===== config.mk =====
export PLATFORM = sky130hd
export DESIGN_NAME = game_sequencer
export DESIGN_NICKNAME = d
export VERILOG_FILES = /design/src/rtl/game_sequencer_pkg.sv /design/src/rtl/game_sequencer_lfsr16.sv /design/src/rtl/game_sequencer.sv
export SDC_FILE = /design/constraint.sdc
export NUM_CORES = 1
export LEC_CHECK = 0
export ABC_AREA = 1
export CAP_MARGIN = 30
export CORE_MARGIN = 2
export CORE_UTILIZATION = 59
export DETAILED_ROUTE_END_ITERATION = 16
export PLACE_DENSITY_LB_ADDON = 0.3
export RECOVER_POWER = 50
export SLEW_MARGIN = 40
export SYNTH_ARGS = -nofsm -noshare
export SYNTH_HDL_FRONTEND = slang
export SYNTH_SLANG_ARGS = --single-unit

===== constraint.sdc =====
create_clock -name clk_1 -period 6.6 [get_ports clk_1]
set_input_delay 0.99 -clock clk_1 [delete_from_list [all_inputs] [get_ports clk_1]]
set_output_delay 0.99 -clock clk_1 [all_outputs]
set_load 0.02 [all_outputs]

===== src/rtl/game_sequencer_pkg.sv =====
// Shared definitions for the LED memory game blocks.
// Holds the FSM state codes, the one-hot level constants, the LFSR taps and the
// slot count. It also holds helpers for the LFSR step, the seed fix-up and the
// level-to-length mapping.
package game_sequencer_pkg;

  localparam logic [2:0] ST_IDLE = 3'd0;
  localparam logic [2:0] ST_GEN  = 3'd1;
  localparam logic [2:0] ST_ARM  = 3'd2;
  localparam logic [2:0] ST_SHOW = 3'd3;
  localparam logic [2:0] ST_WAIT = 3'd4;
  localparam logic [2:0] ST_WIN  = 3'd5;
  localparam logic [2:0] ST_LOSE = 3'd6;

  localparam logic [2:0] LVL_1 = 3'b001;
  localparam logic [2:0] LVL_2 = 3'b010;
  localparam logic [2:0] LVL_3 = 3'b100;

  localparam logic [15:0] LFSR_TAPS = 16'hB400;
  localparam int unsigned NUM_SLOTS = 16;

  // Right-shifting Galois step: the bit shifted out selects the tap XOR.
  function automatic logic [15:0] lfsr_step(input logic [15:0] cur);
    lfsr_step = {1'b0, cur[15:1]} ^ (cur[0] ? LFSR_TAPS : 16'h0000);
  endfunction

  // An all-zero state would lock the LFSR, so a zero seed is replaced.
  function automatic logic [15:0] lfsr_seed_fix(input logic [15:0] seed);
    lfsr_seed_fix = (seed == 16'h0000) ? 16'h0001 : seed;
  endfunction

  function automatic logic [4:0] seq_len(input logic [2:0] lvl);
    case (lvl)
      LVL_2:   seq_len = 5'd12;
      LVL_3:   seq_len = 5'd16;
      default: seq_len = 5'd8;
    endcase
  endfunction

endpackage


===== src/rtl/game_sequencer_lfsr16.sv =====
// lfsr16: free-running 16-bit Galois LFSR. It advances every clock and is shared
// by several game blocks.
// Ports: clk_1 (clock), rst (async active-low reset), q (current LFSR state).
module lfsr16
  import game_sequencer_pkg::*;
#(
  parameter logic [15:0] SEED = 16'hACE1
) (
  input  logic        clk_1,
  input  logic        rst,
  output logic [15:0] q
);

  logic [15:0] lfsr_q;
  logic [15:0] lfsr_d;

  always_comb begin
    lfsr_d = lfsr_step(lfsr_q);
  end

  always_ff @(posedge clk_1 or negedge rst) begin
    if (!rst) lfsr_q <= lfsr_seed_fix(SEED);
    else      lfsr_q <= lfsr_d;
  end

  assign q = lfsr_q;

endmodule


===== src/rtl/game_sequencer.sv =====
// game_sequencer: round controller for the LED memory game.
// It fills a 16-slot random pattern, re-arms and enables the pattern printer,
// then checks the player's presses. It advances the level on success and holds
// game-over on failure.
// Ports:
//   clk_1, rst       clock and async active-low reset
//   start            1-cycle pulse, begins a game (in IDLE or LOSE)
//   btn[7:0]         debounced 1-cycle presses; bit k is LED k+1
//   print_end        printer finished showing the pattern
//   print_enable     printer enable
//   print_rst_n      printer re-arm, 1-cycle low pulse
//   level[2:0]       one-hot level
//   pattern_flat     16 slots of 3 bits; slot k at [3k+2:3k]
//   round_win        1-cycle pulse per completed round
//   game_over        high while in LOSE
//   score[7:0]       saturating score
//   state[2:0]       FSM state (debug)
module game_sequencer
  import game_sequencer_pkg::*;
#(
  parameter logic [15:0] LFSR_SEED   = 16'hACE1,
  parameter int unsigned TIMEOUT_CYC = 50000
) (
  input  logic        clk_1,
  input  logic        rst,
  input  logic        start,
  input  logic [7:0]  btn,
  input  logic        print_end,
  output logic        print_enable,
  output logic        print_rst_n,
  output logic [2:0]  level,
  output logic [47:0] pattern_flat,
  output logic        round_win,
  output logic        game_over,
  output logic [7:0]  score,
  output logic [2:0]  state
);

  localparam int unsigned TMO_W = $clog2(TIMEOUT_CYC + 1);

  logic [15:0]      lfsr_cur;
  logic [15:0]      lfsr_next;

  logic [2:0]       state_q, state_d;
  logic [2:0]       level_q, level_d;
  logic [7:0]       score_q, score_d;
  logic [47:0]      pattern_q, pattern_d;
  logic [3:0]       idx_q, idx_d;
  logic [TMO_W-1:0] tmo_q, tmo_d;
  logic             print_enable_q, print_enable_d;
  logic             print_rst_n_q, print_rst_n_d;
  logic             round_win_q, round_win_d;
  logic             game_over_q, game_over_d;

  logic             btn_onehot;
  logic [2:0]       btn_code;
  logic [5:0]       slot_base;
  logic [2:0]       cur_slot;
  logic [4:0]       len;
  logic [8:0]       score_sum;

  lfsr16 #(.SEED(LFSR_SEED)) u_lfsr (
    .clk_1 (clk_1),
    .rst   (rst),
    .q     (lfsr_cur)
  );

  // GEN stores the value the LFSR takes at this edge, not the one it holds now.
  assign lfsr_next = lfsr_step(lfsr_cur);

  always_comb begin
    btn_code = '0;
    for (int unsigned k = 0; k < 8; k++) begin
      if (btn[k]) btn_code = 3'(k);
    end
  end

  always_comb begin
    btn_onehot = (btn != '0) && ((btn & (btn - 8'd1)) == '0);
    slot_base  = 6'(idx_q) * 6'd3;
    cur_slot   = pattern_q[slot_base +: 3];
    len        = seq_len(level_q);
    score_sum  = {1'b0, score_q} + 9'(len >> 2);
  end

  always_comb begin
    state_d   = state_q;
    level_d   = level_q;
    score_d   = score_q;
    pattern_d = pattern_q;
    idx_d     = idx_q;
    tmo_d     = tmo_q;

    case (state_q)
      ST_IDLE, ST_LOSE: begin
        if (start) begin
          level_d = LVL_1;
          score_d = '0;
          idx_d   = '0;
          state_d = ST_GEN;
        end
      end
      ST_GEN: begin
        pattern_d[slot_base +: 3] = lfsr_next[2:0];
        idx_d = idx_q + 4'd1;
        if (idx_q == 4'(NUM_SLOTS - 1)) state_d = ST_ARM;
      end
      ST_ARM: state_d = ST_SHOW;
      ST_SHOW: begin
        if (print_end) begin
          idx_d   = '0;
          tmo_d   = '0;
          state_d = ST_WAIT;
        end
      end
      ST_WAIT: begin
        if (btn == '0) begin
          tmo_d = tmo_q + 1'b1;
          if (tmo_d == TMO_W'(TIMEOUT_CYC - 1)) state_d = ST_LOSE;
        end else if (!btn_onehot) begin
          state_d = ST_LOSE;
        end else if (btn_code != cur_slot) begin
          state_d = ST_LOSE;
        end else begin
          tmo_d = '0;
          if (idx_q == 4'(len - 5'd1)) state_d = ST_WIN;
          else                         idx_d   = idx_q + 4'd1;
        end
      end
      ST_WIN: begin
        score_d = score_sum[8] ? 8'hFF : score_sum[7:0];
        level_d = (level_q == LVL_3) ? LVL_3 : (level_q << 1);
        idx_d   = '0;
        state_d = ST_GEN;
      end
      default: state_d = ST_IDLE;
    endcase

    // Flag outputs follow the next state so they align with the state output.
    print_enable_d = (state_d == ST_SHOW);
    print_rst_n_d  = (state_d != ST_ARM);
    round_win_d    = (state_d == ST_WIN);
    game_over_d    = (state_d == ST_LOSE);
  end

  always_ff @(posedge clk_1 or negedge rst) begin
    if (!rst) begin
      state_q        <= ST_IDLE;
      level_q        <= LVL_1;
      score_q        <= '0;
      pattern_q      <= '0;
      idx_q          <= '0;
      tmo_q          <= '0;
      print_enable_q <= 1'b0;
      print_rst_n_q  <= 1'b1;
      round_win_q    <= 1'b0;
      game_over_q    <= 1'b0;
    end else begin
      state_q        <= state_d;
      level_q        <= level_d;
      score_q        <= score_d;
      pattern_q      <= pattern_d;
      idx_q          <= idx_d;
      tmo_q          <= tmo_d;
      print_enable_q <= print_enable_d;
      print_rst_n_q  <= print_rst_n_d;
      round_win_q    <= round_win_d;
      game_over_q    <= game_over_d;
    end
  end

  assign state        = state_q;
  assign level        = level_q;
  assign score        = score_q;
  assign pattern_flat = pattern_q;
  assign print_enable = print_enable_q;
  assign print_rst_n  = print_rst_n_q;
  assign round_win    = round_win_q;
  assign game_over    = game_over_q;

endmodule


# Word-level counts from Yosys, hierarchy flattened
# Index checks and enable logic that the tools add are counted.
dict set report classes {
  n_addsub 6
  multipliers 1
  eq_ne 24
  shifts 3
  muxes 37
  bitwise_logic 2
  n_reduce_logical 12
}
# operator count
set ops {}
lappend ops {{2-to-1 mux 16 bit} 5}
lappend ops {{bitwise mux 48 bit} 1}
lappend ops {{2-to-1 mux 3 bit} 16}
lappend ops {{variable shift 3 x 8 -> 48 bit, first input constant} 1}
lappend ops {{variable part select 3 x 8 -> 48 bit} 1}
lappend ops {{variable part select 48 x 7 -> 3 bit} 1}
lappend ops {{case mux 16 bit (2 select lines)} 1}
lappend ops {{2-to-1 mux 4 bit} 6}
lappend ops {{case mux 4 bit (5 select lines)} 1}
lappend ops {{equality test 3 bit, second input constant} 6}
lappend ops {{case mux 3 bit (6 select lines)} 1}
lappend ops {{adder 16 x 1 -> 16 bit, second input constant} 1}
lappend ops {{equality test 16 bit, second input constant} 1}
lappend ops {{logical NOT 8 bit} 2}
lappend ops {{2-to-1 mux 8 bit} 2}
lappend ops {{case mux 8 bit (2 select lines)} 1}
lappend ops {{XOR 15 x 16 -> 16 bit} 1}
lappend ops {{equality test 3 x 2 -> 1 bit, second input constant} 4}
lappend ops {{inequality test 2 bit, second input constant} 6}
lappend ops {{case mux 5 bit (2 select lines)} 1}
lappend ops {{adder 8 x 3 -> 9 bit} 1}
lappend ops {{bitwise AND 8 bit} 1}
lappend ops {{negator 6 -> 8 bit} 1}
lappend ops {{nonzero test 8 bit} 1}
lappend ops {{other kinds (20)} 22}
dict set report word_totals {
  ff_bits 102
  in_bits 12
}

# Logic depth before layout (Yosys ltp)
# Gate-level depths: netlist of the first run.
dict set report depth {
  depth_word 13
  ltp_mapped 18
  ltp_nobuf 15
}

# Modules after synthesis
# Synthesis of the first run repeated with hierarchy kept, for this count alone.
dict set report unflattened {
  cells_unflattened 725
  hier_area_um2 5502.8
}
# mod n_inst cells_each area_per_inst_um2
set modules_own_cells {}
lappend modules_own_cells {game_sequencer 1 683 4946.0}
lappend modules_own_cells {lfsr16 1 42 556.8}

# Worst setup path before layout of the first run
# No wires, ideal clock.
dict set report synth_timing {
  path_type {in2reg}
  startpoint {input btn[2]}
  endpoint {register tmo_q[2]}
  setup_time_ns 0.118
  arrival_ns 2.144
  required_time_ns 6.482
  setup_slack_ns 4.338
  path_stages 13
  path_buffers 1
  cell_sequence {nor2_1 > inv_1 > a21oi_1 > inv_1 > nand2_1 > nand2_1 > nor2_4 > nand2_2 > o21ai_2 > nand2_2 > buf_6 > nand2_1 > o21ai_2}
}
dict set report synth_via {
  elab_chain_len 9
  elab_cells_between_ends 18
  classes_between {add/sub: 1; eq/ne: 3; mux: 8; bitwise: 1; reduce/logical: 5}
}
# element line
set synth_rtl {}
lappend synth_rtl {{from (decl)} game_sequencer.sv:27} ;# input logic [7:0] btn,
lappend synth_rtl {{parallel branches: the longest is 9 deep, another holds subtractor 8 x 1 -> 8 bit} n/a}
lappend synth_rtl {{to (signal assigned)} game_sequencer.sv:164} ;# tmo_q <= tmo_d;
lappend synth_rtl {{to (decl)} game_sequencer.sv:49} ;# logic [TMO_W-1:0] tmo_q, tmo_d;
# Several ways; the timed one is not identified.
# A chain may end at the register's enable or synchronous reset.

==> flow_metrics.env, run 1 <==
export IMPL_setup_tns_ns=0
export IMPL_drt_iter0_drc=407
export IMPL_holdCritStartpoint="u_lfsr.q[8]$_DFF_PN0_"
export IMPL_routed_wl_mm=13.75
export IMPL_final_layout_size_suffix_gt1_share_pct=6.234
export IMPL_crit_arrival_ns=3.62
export IMPL_std_cell_rows=35
export IMPL_cp_end_kind="asynchronous set/reset pin"
export IMPL_numPortBuffers=77
export IMPL_netlist_area_leader_share_pct=42.28
export IMPL_area_growth_syn_to_layout_pct=18.38
export IMPL_synth_cell_type_count=39
export IMPL_grt_pass1_wl_mm=22.84
export IMPL_fp_dieW_um=100.1
export IMPL_cap_viol_max_count=1
export IMPL_clkTransAtPathRegs_ns=0.10
export IMPL_grt_pass1_vias=4786
export IMPL_cts_tree="built"
export IMPL_first_pass_iters=5
export IMPL_status="finished with violations"
export IMPL_post_drt_wl_per_cell_um=15.33
export IMPL_antenna_found_initial=0
export IMPL_diodes=0
export IMPL_r2r_end="pattern_flat[37]$_DFFE_PN0P_"
export IMPL_total_power_mw=1.834
export IMPL_final_nets=804
export IMPL_cts_buffer_depth=2
export IMPL_cp_num_buf_inv=2
export IMPL_worst_r2r_path_depth=8
export IMPL_ir_drop_uv=213.5
export IMPL_ys_ff_latch=102
export IMPL_p_per_area_nw_per_um2=284.5
export IMPL_synth_edf_count=0
export IMPL_overflow=0
export IMPL_crit_type="in -> async"
export IMPL_fillers=726
export IMPL_holdBufCountCts=0
export IMPL_grt_start_max_net_pins=56
export IMPL_critPathMaxFanout=55
export IMPL_clock_latency_ns=0.37
export IMPL_synth_yosys_seq_area_share_pct=47.10
export IMPL_dp_hpwl_mm=10.17
export IMPL_hold_violations=0
export IMPL_startpoint_type="primary input"
export IMPL_synth_cells=705
export IMPL_yosysTopAreaCell="dfrtp_1"
export IMPL_startpoint="rst"
export IMPL_leakagePower_nw=2.975
export IMPL_min_to="u_lfsr.q[7]$_DFF_PN1_"
export IMPL_slew_headroom_pct=-72.39
export IMPL_clock_root_buffer="clkbuf_8"
export IMPL_worstPathCellList="clkbuf_1 -> buf_4"
export IMPL_netlist_area_um2=5445
export IMPL_grt_use_total_pct=28.58
export IMPL_tightest_slew_ns=2.586
export IMPL_synth_area_leaders="dfrtp_1 (42%), nand2_1 (16%), nand3_1 (7.3%)"
export IMPL_final_setup_viol_count=0
export IMPL_async_flop_share_pct=100.0
export IMPL_drc_errors=0
export IMPL_core_um2=9109
export IMPL_r2r_slack_ns=3.59
export IMPL_synth_warnings=0
export IMPL_postCtsSetupRepairBufs=0
export IMPL_fmaxAchievable_mhz=313.1
export IMPL_final_period_utilization_pct=48.39
export IMPL_clkSinkCount=102
export IMPL_critPathTopFamily="buffers and inverters"
export IMPL_violations="capacitance limit, slew limit"
export IMPL_rsz0062_at_grt="false"
export IMPL_ant_nets=0
export IMPL_cts_buffers=9
export IMPL_r2r_start="idx_q[1]$_DFFE_PN0P_"
export IMPL_synth_flop_cell="dfrtp_1"
export IMPL_crit_path_max_incr_delay_ns=1.79
export IMPL_place_congestion=0.9119
export IMPL_boundaryPins=78
export IMPL_syn_mean_instance_area_um2=7.724
export IMPL_hold_path_class="reg -> reg"
export IMPL_fin_skew_ns=0.01655
export IMPL_drv_slew=49
export IMPL_start_util_pct=59.78
export IMPL_syn_nets=728
export IMPL_hold_depth=0
export IMPL_timing_final_crit_period_ns=3.194
export IMPL_cts_resized=0
export IMPL_dieArea_um2=10010
export IMPL_crit_slowest_cell="clkbuf_1"
export IMPL_via_count=5116
export IMPL_htree_levels=3
export IMPL_via_per_inst=5.703
export IMPL_die_y_um=100.1
export IMPL_critPathRequiredTime_ns=7.03
==> area by class of cell <==
cell class                 instances  area [um2]  area share, %
multi-input combinational        518        2509          38.92
timing repair buffer              79       779.5          12.09
clock inverter                     4       30.03         0.4658
clock buffer                      12       155.1          2.407
inverter                          71       269.0          4.173
sequential                       102        2565          39.79
tap                              111       138.9          2.155
==> metrics by stage <==
stage               instance area (um2)  hold slack [ns]  setup slack [ns]  cells  utilization (%)
floorplan                          5445           0.3312             4.338    705                -
global placement                   6262           0.3358             3.238    881            68.75
detailed placement                 6262           0.3365             3.096    881            68.75
CTS                                6447           0.3593             3.471    897            70.78
global route                       6446           0.3697             2.874    897            70.77
finish                             6446           0.3601             3.406    897            70.77
==> worst max path at each step <==
stage,to,slack (ns),cells after the start
finish,idx_q[0]$_DFFE_PN0P_,3.41,2
CTS,tmo_q[2]$_DFFE_PN0P_,3.47,11
global placement,tmo_q[14]$_DFFE_PN0P_,3.24,11
floorplan,tmo_q[2]$_DFFE_PN0P_,4.34,13
global route,idx_q[0]$_DFFE_PN0P_,2.87,2
detailed placement,tmo_q[7]$_DFFE_PN0P_,3.10,11
==> metal layers <==
metal / track usage [%] / vias up / wire length, um
met2: 46.78 / 214 / 6571
met3: 3.482 / 34 / 824
met1: 40.11 / 2425 / 6065
met4: 9.273 / 0 / 293
li1: - / 2443 / -
met5: 0 / - / 0
==> synth_stat cells, types with 5 or more instances <==
| cell type | n |
|---|---|
| a21oi_1 | 12 |
| o21ai_2 | 5 |
| nor3_1 | 13 |
| dfstp_2 | 10 |
| buf_6 | 5 |
| dfrtp_1 | 92 |
| nand3_1 | 79 |
| xor2_1 | 9 |
| nor2_1 | 48 |
| nand2_1 | 227 |
| o21ai_0 | 63 |
| o21ai_1 | 13 |
| ha_1 | 10 |
| inv_1 | 66 |
==> kinds of logic after synthesis <==
logic type / after synthesis / synth area share [%]
simple gates: 392 / 30.97
buf+inv: 85 / 6.870
flops: 102 / 47.10
xor+xnor: 13 / 2.229
fa+ha+maj: 11 / 2.665
compound gates: 102 / 10.16
==> where the power goes <==
part / internal (mW) / leakage (nW) / switching (mW)
Sequential: 0.664 / 1.37 / 0.0632
Clock: 0.160 / 0.0930 / 0.219
Combinational: 0.214 / 1.51 / 0.515
==> worst register-to-register path, cell delays in order, from the launching register on <==
cell     delay, ns
dfrtp_1       0.77
inv_2         0.29
ha_1          0.29
xnor2_1       0.39
inv_1         0.24
nor3_1        0.40
inv_1         0.19
o21ai_0       0.20
o21ai_0       0.12
==> flip-flops by register name (all words and copies together) (netlist names) <==
register / flops
game_over: 1
idx_q: 4
level: 3
pattern_flat: 48
print_enable: 1
print_rst_n: 1
round_win: 1
score: 8
state: 3
tmo_q: 16
u_lfsr.q: 16
==> layout by cell type, fill, tap and decap left out, drive strengths merged <==
cell type	n
nand2	231
dfrtp	92
nand3	82
o21ai	81
inv	71
clkdlybuf4s50	63
nor2	50
nor3	14
dlygate4sd3	13
clkbuf	13
a21oi	12
ha	10
xor2	10
dfstp	10
nand4	5
nand3b	4
xnor2	3
and2	3
nor4	3
o211ai	3
clkinv	3
a211oi	2
o22ai	2
buf	2
o21bai	1
a31oi	1
fa	1
clkinvlp	1
Power figures use the tool's default switching activity.
==> run 2, diff against run 1 <==
--- a/config.mk
+++ b/config.mk
@@ -8,7 +8,7 @@
 export ABC_AREA = 1
 export CAP_MARGIN = 30
 export CORE_MARGIN = 2
-export CORE_UTILIZATION = 59
+export CORE_UTILIZATION = 55
 export DETAILED_ROUTE_END_ITERATION = 16
 export PLACE_DENSITY_LB_ADDON = 0.3
 export RECOVER_POWER = 50
==> constraint.sdc (replaced) <==
create_clock -name clk_1 -period 3.04 [get_ports clk_1]
set_input_delay 0.456 -clock clk_1 [delete_from_list [all_inputs] [get_ports clk_1]]
set_output_delay 0.456 -clock clk_1 [all_outputs]
set_load 0.02 [all_outputs]
==> run 2 against run 1 <==
  * The flow still finishes with violations (capacitance limit, slew limit)
  * Sequential cell count unchanged
  * Global-route usage fell by 2.4 points
  * Wire length decreased by 2.6%
  * Utilization down 3.3 points
  * First-iteration DRC count decreased by 15%
  * Clock power rose by 140%
  * Non-clock buffer count is 3 higher
  * Via count is 2.7% lower
  * Setup slack lost 2.9 ns
  * Critical endpoint is now score[5]$_DFFE_PN0P_
  * Largest cell class unchanged
  * Highest routed layer unchanged
==> flow_metrics.env, run 2 (synthesis gave the netlist of run 1 again) <==
export IMPL_status="finished with violations"
export IMPL_violations="capacitance limit, slew limit"
export IMPL_first_pass_iters=5
export IMPL_crit_arrival_ns=2.83
export IMPL_die_y_um=103.5
export IMPL_numPortBuffers=77
export IMPL_clock_latency_ns=0.38
export IMPL_holdBufCountCts=0
export IMPL_final_cell_mix="nand2_1 (227), dfrtp_1 (92), nand3_1 (79), inv_1 (66)"
export IMPL_postCtsSetupRepairBufs=0
export IMPL_tightest_slew_ns=2.519
export IMPL_cts_tree="built"
export IMPL_final_common_cell="nand2_1"
export IMPL_drt_iter0_drc=344
export IMPL_wl_met2_mm=6.345
export IMPL_drv_slew=46
export IMPL_topRoutingLayerUsed="met4"
export IMPL_regArea_um2=2565
export IMPL_antenna_found_initial=0
export IMPL_grt_use_total_pct=26.13
export IMPL_post_place_ws_ns=0.5326
export IMPL_dp_hpwl_mm=9.974
export IMPL_std_cell_rows=36
export IMPL_total_power_mw=4.080
export IMPL_htree_levels=3
export IMPL_fmaxAchievable_mhz=388.7
export IMPL_diodes=0
export IMPL_boundaryPins=78
export IMPL_fp_dieW_um=103.5
export IMPL_leakagePower_nw=3.015
export IMPL_final_nets=807
export IMPL_layout_cells_non_filler=922
export IMPL_cts_buffer_depth=2
export IMPL_cts_resized=0
export IMPL_timing_final_crit_period_ns=2.573
export IMPL_crit_type="reg -> reg"
export IMPL_dieArea_um2=10710
export IMPL_setup_ws_ns=0.4670
export IMPL_cts_buffers=9
export IMPL_critPathRequiredTime_ns=3.29
export IMPL_met3_length_um=750
export IMPL_dp_cells=906
export IMPL_grt_pass1_wl_mm=22.86
export IMPL_cap_viol_max_count=1
export IMPL_ant_nets=0
export IMPL_slew_headroom_pct=-67.91
export IMPL_hold_path_class="reg -> reg"
export IMPL_clkTransAtPathRegs_ns=0.10
export IMPL_clkSinkCount=102
export IMPL_setup_tns_ns=0
export IMPL_place_congestion=0.9034
export IMPL_startpoint_type="flip-flop"
export IMPL_via_per_inst=5.400
export IMPL_drc_errors=0
export IMPL_hold_violations=0
export IMPL_cp_end_kind="flip-flop"
export IMPL_grt_start_max_net_pins=58
export IMPL_fin_skew_ns=0.01650
export IMPL_area_growth_syn_to_layout_pct=19.99
export IMPL_grt_pass1_vias=4721
export IMPL_fillers=828
export IMPL_met1_length_mm=6.018
export IMPL_start_util_pct=56.23
export IMPL_rsz0062_at_grt="false"
export IMPL_via_count=4979
export IMPL_clock_root_buffer="clkbuf_8"
export IMPL_core_um2=9684
export IMPL_whs_ns=0.3536
export IMPL_critPathMaxFanout=4
export IMPL_ir_drop_uv=560.5
export IMPL_largest_reg_flops=48
export IMPL_p_per_area_nw_per_um2=624.5
export IMPL_final_period_utilization_pct=84.64
export IMPL_final_layout_size_suffix_gt1_share_pct=6.591
export IMPL_multi_input_area_um2=2506
export IMPL_post_drt_wl_per_cell_um=14.53
export IMPL_overflow=0
export IMPL_final_setup_viol_count=0
export IMPL_routed_wl_mm=13.40
## run 2: worst paths after layout
| path | start | end | slack (ns) | cells past startpoint |
|---|---|---|---|---|
| setup / recovery | level[0]$_DFFE_PN1P_ | score[5]$_DFFE_PN0P_ | 0.47 | 13 |
| hold / removal | u_lfsr.q[4]$_DFF_PN0_ | u_lfsr.q[3]$_DFF_PN0_ | 0.35 | 0 |
| setup reg to reg | level[0]$_DFFE_PN1P_ | score[5]$_DFFE_PN0P_ | 0.47 | 13 |
| hold reg to reg | u_lfsr.q[4]$_DFF_PN0_ | u_lfsr.q[3]$_DFF_PN0_ | 0.35 | 0 |
| max in group asynchronous | rst | pattern_flat[44]$_DFFE_PN0P_ | 0.76 | 1 |
| min in group asynchronous | rst | tmo_q[5]$_DFFE_PN0P_ | 0.86 | 1 |
## run 2: critical path, cell delays in order (launching register included)
cell     delay, ns
dfstp_2       0.54
inv_1         0.07
nand3_1       0.15
inv_1         0.06
ha_1          0.22
fa_1          0.42
nand2_1       0.09
inv_1         0.05
nor2_1        0.24
nor4_1        0.11
nand2_1       0.11
inv_1         0.10
nor3_1        0.19
o22ai_1       0.10
## run 2: area by class of cell
class,instances,share of cell area (%)
flip-flops and latches,102,39.26
multi-input cells,518,38.36
repair buffers,82,12.47
inverters,71,4.117
well taps,133,2.547
clock buffers,9,1.896
clock inverters,7,1.360
## run 2: metal layers
metal  GRT usage, %  vias to the layer above
met5              0                        -
li1               -                     2451
met4          8.301                        0
met3          5.160                       27
met2          42.15                      183
met1          35.96                     2318
## run 2: power by group
part	total (mW)	internal, mW	switching (mW)
combinational	1.63	0.492	1.14
sequential	1.54	1.44	0.102
clock	0.907	0.402	0.505
total	4.08	2.34	1.74
## run 2: stage by stage
step	area, um2	util [%]
6_report	6534	67.47
5_1_grt	6534	67.47
4_1_cts	6538	67.51
3_5_place_dp	6325	65.31
3_3_place_gp	6325	65.31
2_1_floorplan	5445	-
